**src/rtl/ipsxe_floating_point_axis_fifo_ctrl_v1_0.sv**
```systemverilog
// ipsxe_floating_point_axis_fifo_ctrl_v1_0
// AXI-stream FIFO controller driving an external dual-port SRAM. Input beats
// are written straight into the SRAM; words are read back into a registered
// first-word-fall-through output stage.
// Optional macro FLT_FIFO_ALMOST_FULL_EN adds the registered o_almost_full
// output (next SRAM occupancy >= DEPTH-1).
module ipsxe_floating_point_axis_fifo_ctrl_v1_0 #(
   parameter int DATA_WIDTH = 32,
   parameter int DEPTH      = 16,
   parameter int ADDR_WIDTH = 4
) (
   input  logic                  i_aclk,
   input  logic                  i_rst,
   input  logic [DATA_WIDTH-1:0] i_s_axis_tdata,
   input  logic                  i_s_axis_tvalid,
   output logic                  o_s_axis_tready,
   output logic [DATA_WIDTH-1:0] o_m_axis_tdata,
   output logic                  o_m_axis_tvalid,
   input  logic                  i_m_axis_tready,
   output logic [DATA_WIDTH-1:0] o_sram_d,
   output logic [ADDR_WIDTH-1:0] o_sram_wa,
   output logic                  o_sram_we,
   output logic [ADDR_WIDTH-1:0] o_sram_ra,
   output logic                  o_sram_re,
   input  logic [DATA_WIDTH-1:0] i_sram_q,
`ifdef FLT_FIFO_ALMOST_FULL_EN
   output logic                  o_almost_full,
`endif
   output logic [ADDR_WIDTH:0]   o_count,
   output logic                  o_empty
);

   localparam int CW = ADDR_WIDTH + 1;
   localparam logic [CW-1:0]         DEPTH_C    = CW'(DEPTH);
   localparam logic [CW-1:0]         DEPTH_M1_C = CW'(DEPTH - 1);
   localparam logic [ADDR_WIDTH-1:0] LAST_PTR   = ADDR_WIDTH'(DEPTH - 1);

   typedef enum logic {S_EMPTY = 1'b0, S_VALID = 1'b1} state_t;

   state_t                state_q, state_d;
   logic [ADDR_WIDTH-1:0] wr_ptr_q, wr_ptr_d;
   logic [ADDR_WIDTH-1:0] rd_ptr_q, rd_ptr_d;
   logic [CW-1:0]         mem_cnt_q, mem_cnt_d;
   logic [DATA_WIDTH-1:0] tdata_q;
   logic                  out_valid;
   logic                  wr;
   logic                  rd;

   // Handshake decode: ready depends only on SRAM occupancy, never on a pop
   always_comb begin
      o_s_axis_tready = !i_rst && (mem_cnt_q < DEPTH_C);
      wr = i_s_axis_tvalid && o_s_axis_tready;
      rd = !i_rst && (mem_cnt_q != '0) && (!out_valid || i_m_axis_tready);
   end

   // Pointer and occupancy next-state; pointers wrap at DEPTH-1
   always_comb begin
      wr_ptr_d  = wr_ptr_q;
      rd_ptr_d  = rd_ptr_q;
      mem_cnt_d = mem_cnt_q;
      if (wr) wr_ptr_d = (wr_ptr_q == LAST_PTR) ? '0 : wr_ptr_q + 1'b1;
      if (rd) rd_ptr_d = (rd_ptr_q == LAST_PTR) ? '0 : rd_ptr_q + 1'b1;
      case ({wr, rd})
         2'b10:   mem_cnt_d = mem_cnt_q + 1'b1;
         2'b01:   mem_cnt_d = mem_cnt_q - 1'b1;
         default: mem_cnt_d = mem_cnt_q;
      endcase
   end

   // Pointer and occupancy registers
   always_ff @(posedge i_aclk) begin
      if (i_rst) begin
         wr_ptr_q  <= '0;
         rd_ptr_q  <= '0;
         mem_cnt_q <= '0;
      end else begin
         wr_ptr_q  <= wr_ptr_d;
         rd_ptr_q  <= rd_ptr_d;
         mem_cnt_q <= mem_cnt_d;
      end
   end

   // Output stage state register
   always_ff @(posedge i_aclk) begin
      if (i_rst) state_q <= S_EMPTY;
      else       state_q <= state_d;
   end

   // Output stage next state: a read refills the register with no bubble
   always_comb begin
      state_d = state_q;
      case (state_q)
         S_EMPTY: if (rd) state_d = S_VALID;
         S_VALID: if (i_m_axis_tready && !rd) state_d = S_EMPTY;
         default: state_d = S_EMPTY;
      endcase
   end

   // Output stage outputs
   always_comb begin
      out_valid       = (state_q == S_VALID);
      o_m_axis_tvalid = out_valid;
   end

   // Output data register captures the SRAM word on every read, else holds
   always_ff @(posedge i_aclk) begin
      if (i_rst)   tdata_q <= '0;
      else if (rd) tdata_q <= i_sram_q;
   end

   // SRAM port drive and status outputs
   always_comb begin
      o_sram_we      = wr;
      o_sram_wa      = wr_ptr_q;
      o_sram_d       = i_s_axis_tdata;
      o_sram_re      = rd;
      o_sram_ra      = rd_ptr_q;
      o_m_axis_tdata = tdata_q;
      o_count        = mem_cnt_q + {{ADDR_WIDTH{1'b0}}, out_valid};
      o_empty        = (o_count == '0);
   end

`ifdef FLT_FIFO_ALMOST_FULL_EN
   logic almost_full_q;

   // Almost-full flag registered from the next SRAM occupancy
   always_ff @(posedge i_aclk) begin
      if (i_rst) almost_full_q <= 1'b0;
      else       almost_full_q <= (mem_cnt_d >= DEPTH_M1_C);
   end

   assign o_almost_full = almost_full_q;
`endif

endmodule

```
**config.mk**
```make
export PLATFORM = sky130hd
export DESIGN_NAME = ipsxe_floating_point_axis_fifo_ctrl_v1_0
export DESIGN_NICKNAME = d
export VERILOG_FILES = /design/src/rtl/ipsxe_floating_point_axis_fifo_ctrl_v1_0.sv
export SDC_FILE = /design/constraint.sdc
export NUM_CORES = 1
export LEC_CHECK = 0
export ABC_AREA = 1
export ABC_CLOCK_PERIOD_IN_PS = 2420
export CAP_MARGIN = 5
export CORE_ASPECT_RATIO = 0.8
export CORE_MARGIN = 2
export CORE_UTILIZATION = 33
export DETAILED_ROUTE_END_ITERATION = 16
export GPL_TIMING_DRIVEN = 0
export PLACE_DENSITY = 0.85
export SETUP_SLACK_MARGIN = 0.1
export SYNTH_ARGS = -nofsm -noshare
export SYNTH_HDL_FRONTEND = slang
export SYNTH_SLANG_ARGS = --single-unit
```
**constraint.sdc**
```tcl
create_clock -name i_aclk -period 2.42 [get_ports i_aclk]
set_clock_uncertainty 0.05 [all_clocks]
set_input_delay 0.484 -clock i_aclk [delete_from_list [all_inputs] [get_ports i_aclk]]
set_output_delay 0.484 -clock i_aclk [all_outputs]
set_load 0.05 [all_outputs]
```
# After elaboration in Yosys (flattened, before gate mapping)
# Index checks and enable logic that the tools add are counted.
[word_totals] regBits=46 latchBits=0 mem_bits_rw=0 romBits=0 inputBits=68 output_inout_bits=82 mem_count=0
[classes] addsub=5 mul=0 div=0 n_lt_le_gt_ge=1 n_eq_ne=4 shift=0 mux=6 n_bitwise=1 n_reduce_logical=12
[op_table] op="$pmux 5 s2" count=1
[op_table] op="$add 4x1->4 const B" count=2
[op_table] op="$eq 4x4->1 const B" count=2
[op_table] op="$mux 4" count=2
[op_table] op="$add 5x1->5" count=1
[op_table] op="$add 5x1->5 const B" count=1
[op_table] op="$logic_and 1x1->1" count=5
[op_table] op="$logic_not 5->1" count=1
[op_table] op="$lt 5x5->1 const B" count=1
[op_table] op="$reduce_bool 5->1" count=1
[op_table] op="$sub 5x1->5 const B" count=1
[op_table] op="$logic_not 1->1" count=3
[op_table] op="$eq 2x1->1 const B" count=1
[op_table] op="$eq 2x2->1 const B" count=1
[op_table] op="$mux 1" count=2
[op_table] op="$pmux 1 s2" count=1
[op_table] op="$reduce_bool 2->1" count=1
[op_table] op="$logic_or 1x1->1" count=1
[op_table] op="$not 1->1" count=1

# Logic depth before layout (Yosys ltp)
[depth] word_depth=7 mapped_depth=14

# Worst setup path after synthesis
# No wires, ideal clock.
[synth_timing] path_type="reg2out" start="register state_q (netlist: o_m_axis_tvalid)" end="output o_empty" t_arrival_ns=2.703 path_slack_ns=-0.817 stages_incl_launch_ff=6 path_buffers=0 path_cell_list="dfxtp_1 ha_1 ha_1 nand3_1 xor2_1 nor3_1"
[synth_via] elab_chain_len=2
[synth_lines] item="from (decl)" line="40" source="state_t state_q, state_d;"
[synth_lines] item="from (signal assigned)" line="86" source="else state_q <= state_d;"
[synth_lines] item="$add 5x1->5" line="119" source="o_count = mem_cnt_q + {{ADDR_WIDTH{1'b0}}, out_valid};"
[synth_lines] item="net o_count[4]" line="29" source="output logic [ADDR_WIDTH:0] o_count,"
[synth_lines] item="$logic_not 5->1" line="120" source="o_empty = (o_count == '0);"
[synth_lines] item="to (decl)" line="30" source="output logic o_empty"
# The timed path passes the listed nets, and every way through them passes these cells.

# Final worst setup path
[layout_timing] start="input i_m_axis_tready" end="output o_sram_re"
[layout_via] elab_chain_len=2
[layout_lines] item="from (decl)" line="19" source="input logic i_m_axis_tready,"
[layout_lines] item="$logic_or 1x1->1" line="53" source="rd = !i_rst && (mem_cnt_q != '0) && (!out_valid || i_m_axis_tready);"
[layout_lines] item="$logic_and 1x1->1" line="53"
[layout_lines] item="to (decl)" line="24" source="output logic o_sram_re,"
# Every way passes these cells.

==> results.md <==
- Final setup viols: 0
- Clk_lat worst skew: about 290 ps
- # rows: 27
- Area grow syn2layout: 64.3%
- Pre-CTS WS: -546 ps
- Met3 WL: around 440 um
- Ys Warns: 0
- Total routed wirelength: 6.02 mm
- Final cell count without fillers: 504
- Max-slew violations: 0
- GRT Residual Overflow: 0
- Clk sinks: 46
- Drt first-iter violations: 21
- Vias in the first global route: about 2200
- Power Density: 1370 nW/um2
- Worst r2r src: mem_cnt_q[3]$_SDFFE_PP0P_
- Critical path class: in2out
- Max FO, Critical Path: 3
- Sw Share: 51.7%
- CTS Root Buffer Type: clkbuf_8
- Antenna Cells: 0
- Slew HR: 65.3%
- Wire length per cell: 11.9 um
- Maxcap violations: 0
- Post-Synthesis Cells: about 290
- Startpoint Class: primary input
- Leak: 1.72 nW
- Drt first pass iters: 4
- Die X: 96.7 um
- H-tree depth: 2
- Unique masters post-synth: 27
- Crit path arrival time: 1720 ps
- Clk buf depth: 2
- Synth top area cells: dfxtp_1, nand2_1, buf_4
- Synth Register Bits: between 40 and 50
- Sequential share of power: 25.0%
- Placed cell count: 492
- Most common library cells after synthesis: nand2_1, dfxtp_1, nand3_1
- Met1 WL: 2.59 mm
- Synth async-reset ratio: 0%
- Layout cells sized above 1: 20.9%
- Count leader, synth: nand2_1
- WHS Path Cells: 2
- Share of the yosys chip area belonging to registers: 40.6%
- Setup crit end kind: output pin
- Clock slew at reported path FFs: 80 ps
- HP Class: in2reg
- Largest net degree at the start of global routing: 14
- Final Util: 55.2%
- Top Layer Used: met4
- RSZ-0062 raised after global routing: true
- Max Fclk: 443 MHz
- Nets@finish: ~490
- DRC: 0
- Synth top area share: 40.6%
- Area of the core: 6760 um2
- Minimum clock period: 2260 ps
- Post-synth EDFFs: 0
- Worst hold path startpoint: i_rst
- Comb power frac: 66.4%
- Chip height: 78.2 um
- Initial antenna violation count: 0
- Synthesized area: around 2300 um2
- Initial Util: 33.6%
- Total power: between 5 and 6 mW
- Via density: 4.46
- Leading area contributor after synthesis: dfxtp_1
- Via count: around 2200
- Die ar.: 7560 um2
- Global-route wire length before repair: around 9.6 mm
- Clock Power Share: 8.5%
- Worst Path Required: around 1900 ps
- Int Power: 2.47 mW
- VDD IR max: 0.969 mV
- Port-buffer cells: approximately 120
- Status: finished clean
- Total track usage: roughly 15%
- Total CTS buffers: 5
- Placer Congestion: 0.825
- Switching Power: around 2.6 mW
- HPWL after detailed placement: 4.68 mm
- Crit path launch: i_m_axis_tready
- Post-route ant nets: 0
- Fin worst setup slack: 163 ps
- Reg2Reg Depth: 14
- Final period util: 93.3%
- Ports: 150
- Final hold violation count: 0
- Hold WS: 350 ps
- Actual slew at the worst max-slew pin: 519 ps
- Syn nets: between 300 and 400
- CTS tree: done
- Met2 wire len: 2.95 mm
- Synth Flop Type: dfxtp_1
- Syn Area/Cell: 7.85 um2
-- placed cells by master, fill, tap and decap left out, types with 4 or more instances in the layout --
master | Yosys | layout
buf_6 | 3 | 4
nand3_1 | 45 | 45
a21oi_1 | 8 | 6
inv_1 | 15 | 14
clkbuf_8 | 0 | 5
dfxtp_1 | 46 | 44
xor2_1 | 6 | 4
buf_4 | 35 | 41
ha_1 | 8 | 5
nor2_1 | 11 | 11
o21ai_0 | 4 | 4
nand2_1 | 81 | 81
clkdlybuf4s50_1 | 0 | 108
nand2_2 | 10 | 10
-- critical path, cell delays in order --
cell and delay, ps:
clkdlybuf4s50_1 470, inv_2 40, a21oi_2 180, nand2_4 100, inv_8 70, buf_12 90
buf_4 100, buf_4 180
-- power by group through the flow --
| stage | logic [mW] | registers (mW) | clock network (mW) |
|---|---|---|---|
| 3_3_place_gp | 3.26 | 1.27 | 0 |
| 3_5_place_dp | 3.31 | 1.29 | 0 |
| 5_1_grt | 3.62 | 1.33 | 0.487 |
| 6_report | 3.40 | 1.28 | 0.437 |
| 4_1_cts | 3.35 | 1.27 | 0.458 |
| 2_1_floorplan | 1.45 | 2.15 | 0 |
-- timing repair --
| item | in CTS | in global routing |
|---|---|---|
| setup endpoints to repair | 10 | 8 |
| endpoints found under the hold margin | 0 | 0 |
| buffers inserted | 4 | 1 |
| pin swaps | 2 | 4 |
| gates resized for setup | 26 | 12 |
| hold buffers | 0 | 0 |
-- final timing paths --
path	to	slack [ps]
min reg2reg	o_m_axis_tdata[12]$_SDFFE_PP0P_	410
max	o_sram_re	160
max reg2reg	mem_cnt_q[4]$_SDFFE_PP0P_	240
min	mem_cnt_q[4]$_SDFFE_PP0P_	350
-- logic make-up (layout without fill, tap and decap cells) --
| group | count (synthesis) | after routing | synth area share, % |
|---|---|---|---|
| AO/OA/AOI/OAI | 14 | 14 | 3.25 |
| AND/OR/NAND/NOR | 152 | 152 | 29.9 |
| buffers and inverters | 60 | 188 | 17.9 |
| adder cells (fa/ha/maj) | 9 | 9 | 5.29 |
| flip-flops | 46 | 46 | 40.6 |
| XOR/XNOR | 8 | 8 | 3.09 |
-- area by class of cell --
class / count / area [um2]
inverters: 17 / 71.3
clock buffers: 5 / 68.8
multi-input cells: 183 / 1020
fillers: 611 / 3030
repair buffers: 121 / 1190
well taps: 87 / 109
plain buffers: 43 / 334
flip-flops and latches: 46 / 928
clock inverters: 2 / 10.0
-- state kept, by name, indices dropped and copies added (netlist names) --
| signal | count |
|---|---|
| o_sram_ra | 4 |
| o_m_axis_tvalid | 1 |
| mem_cnt_q | 5 |
| o_sram_wa | 4 |
| o_m_axis_tdata | 32 |
-- stage by stage --
| stage | setup TNS [ps] | instance area (um2) |
|---|---|---|
| final | 0 | 3730 |
| after global routing | 0 | 3730 |
| after CTS | 0 | 3680 |
| after detailed placement | -2210 | 3580 |
| after global placement | -1960 | 3580 |
| after floorplan | 0 | 2310 |
-- routing by layer --
metal	global-route usage (%)	vias to the layer above
met2	27.2	91
met4	2.96	0
met3	4.63	6
met5	0	-
li1	-	1137
met1	18.1	1015
No activity file was read; power rests on OpenSTA's default activity.
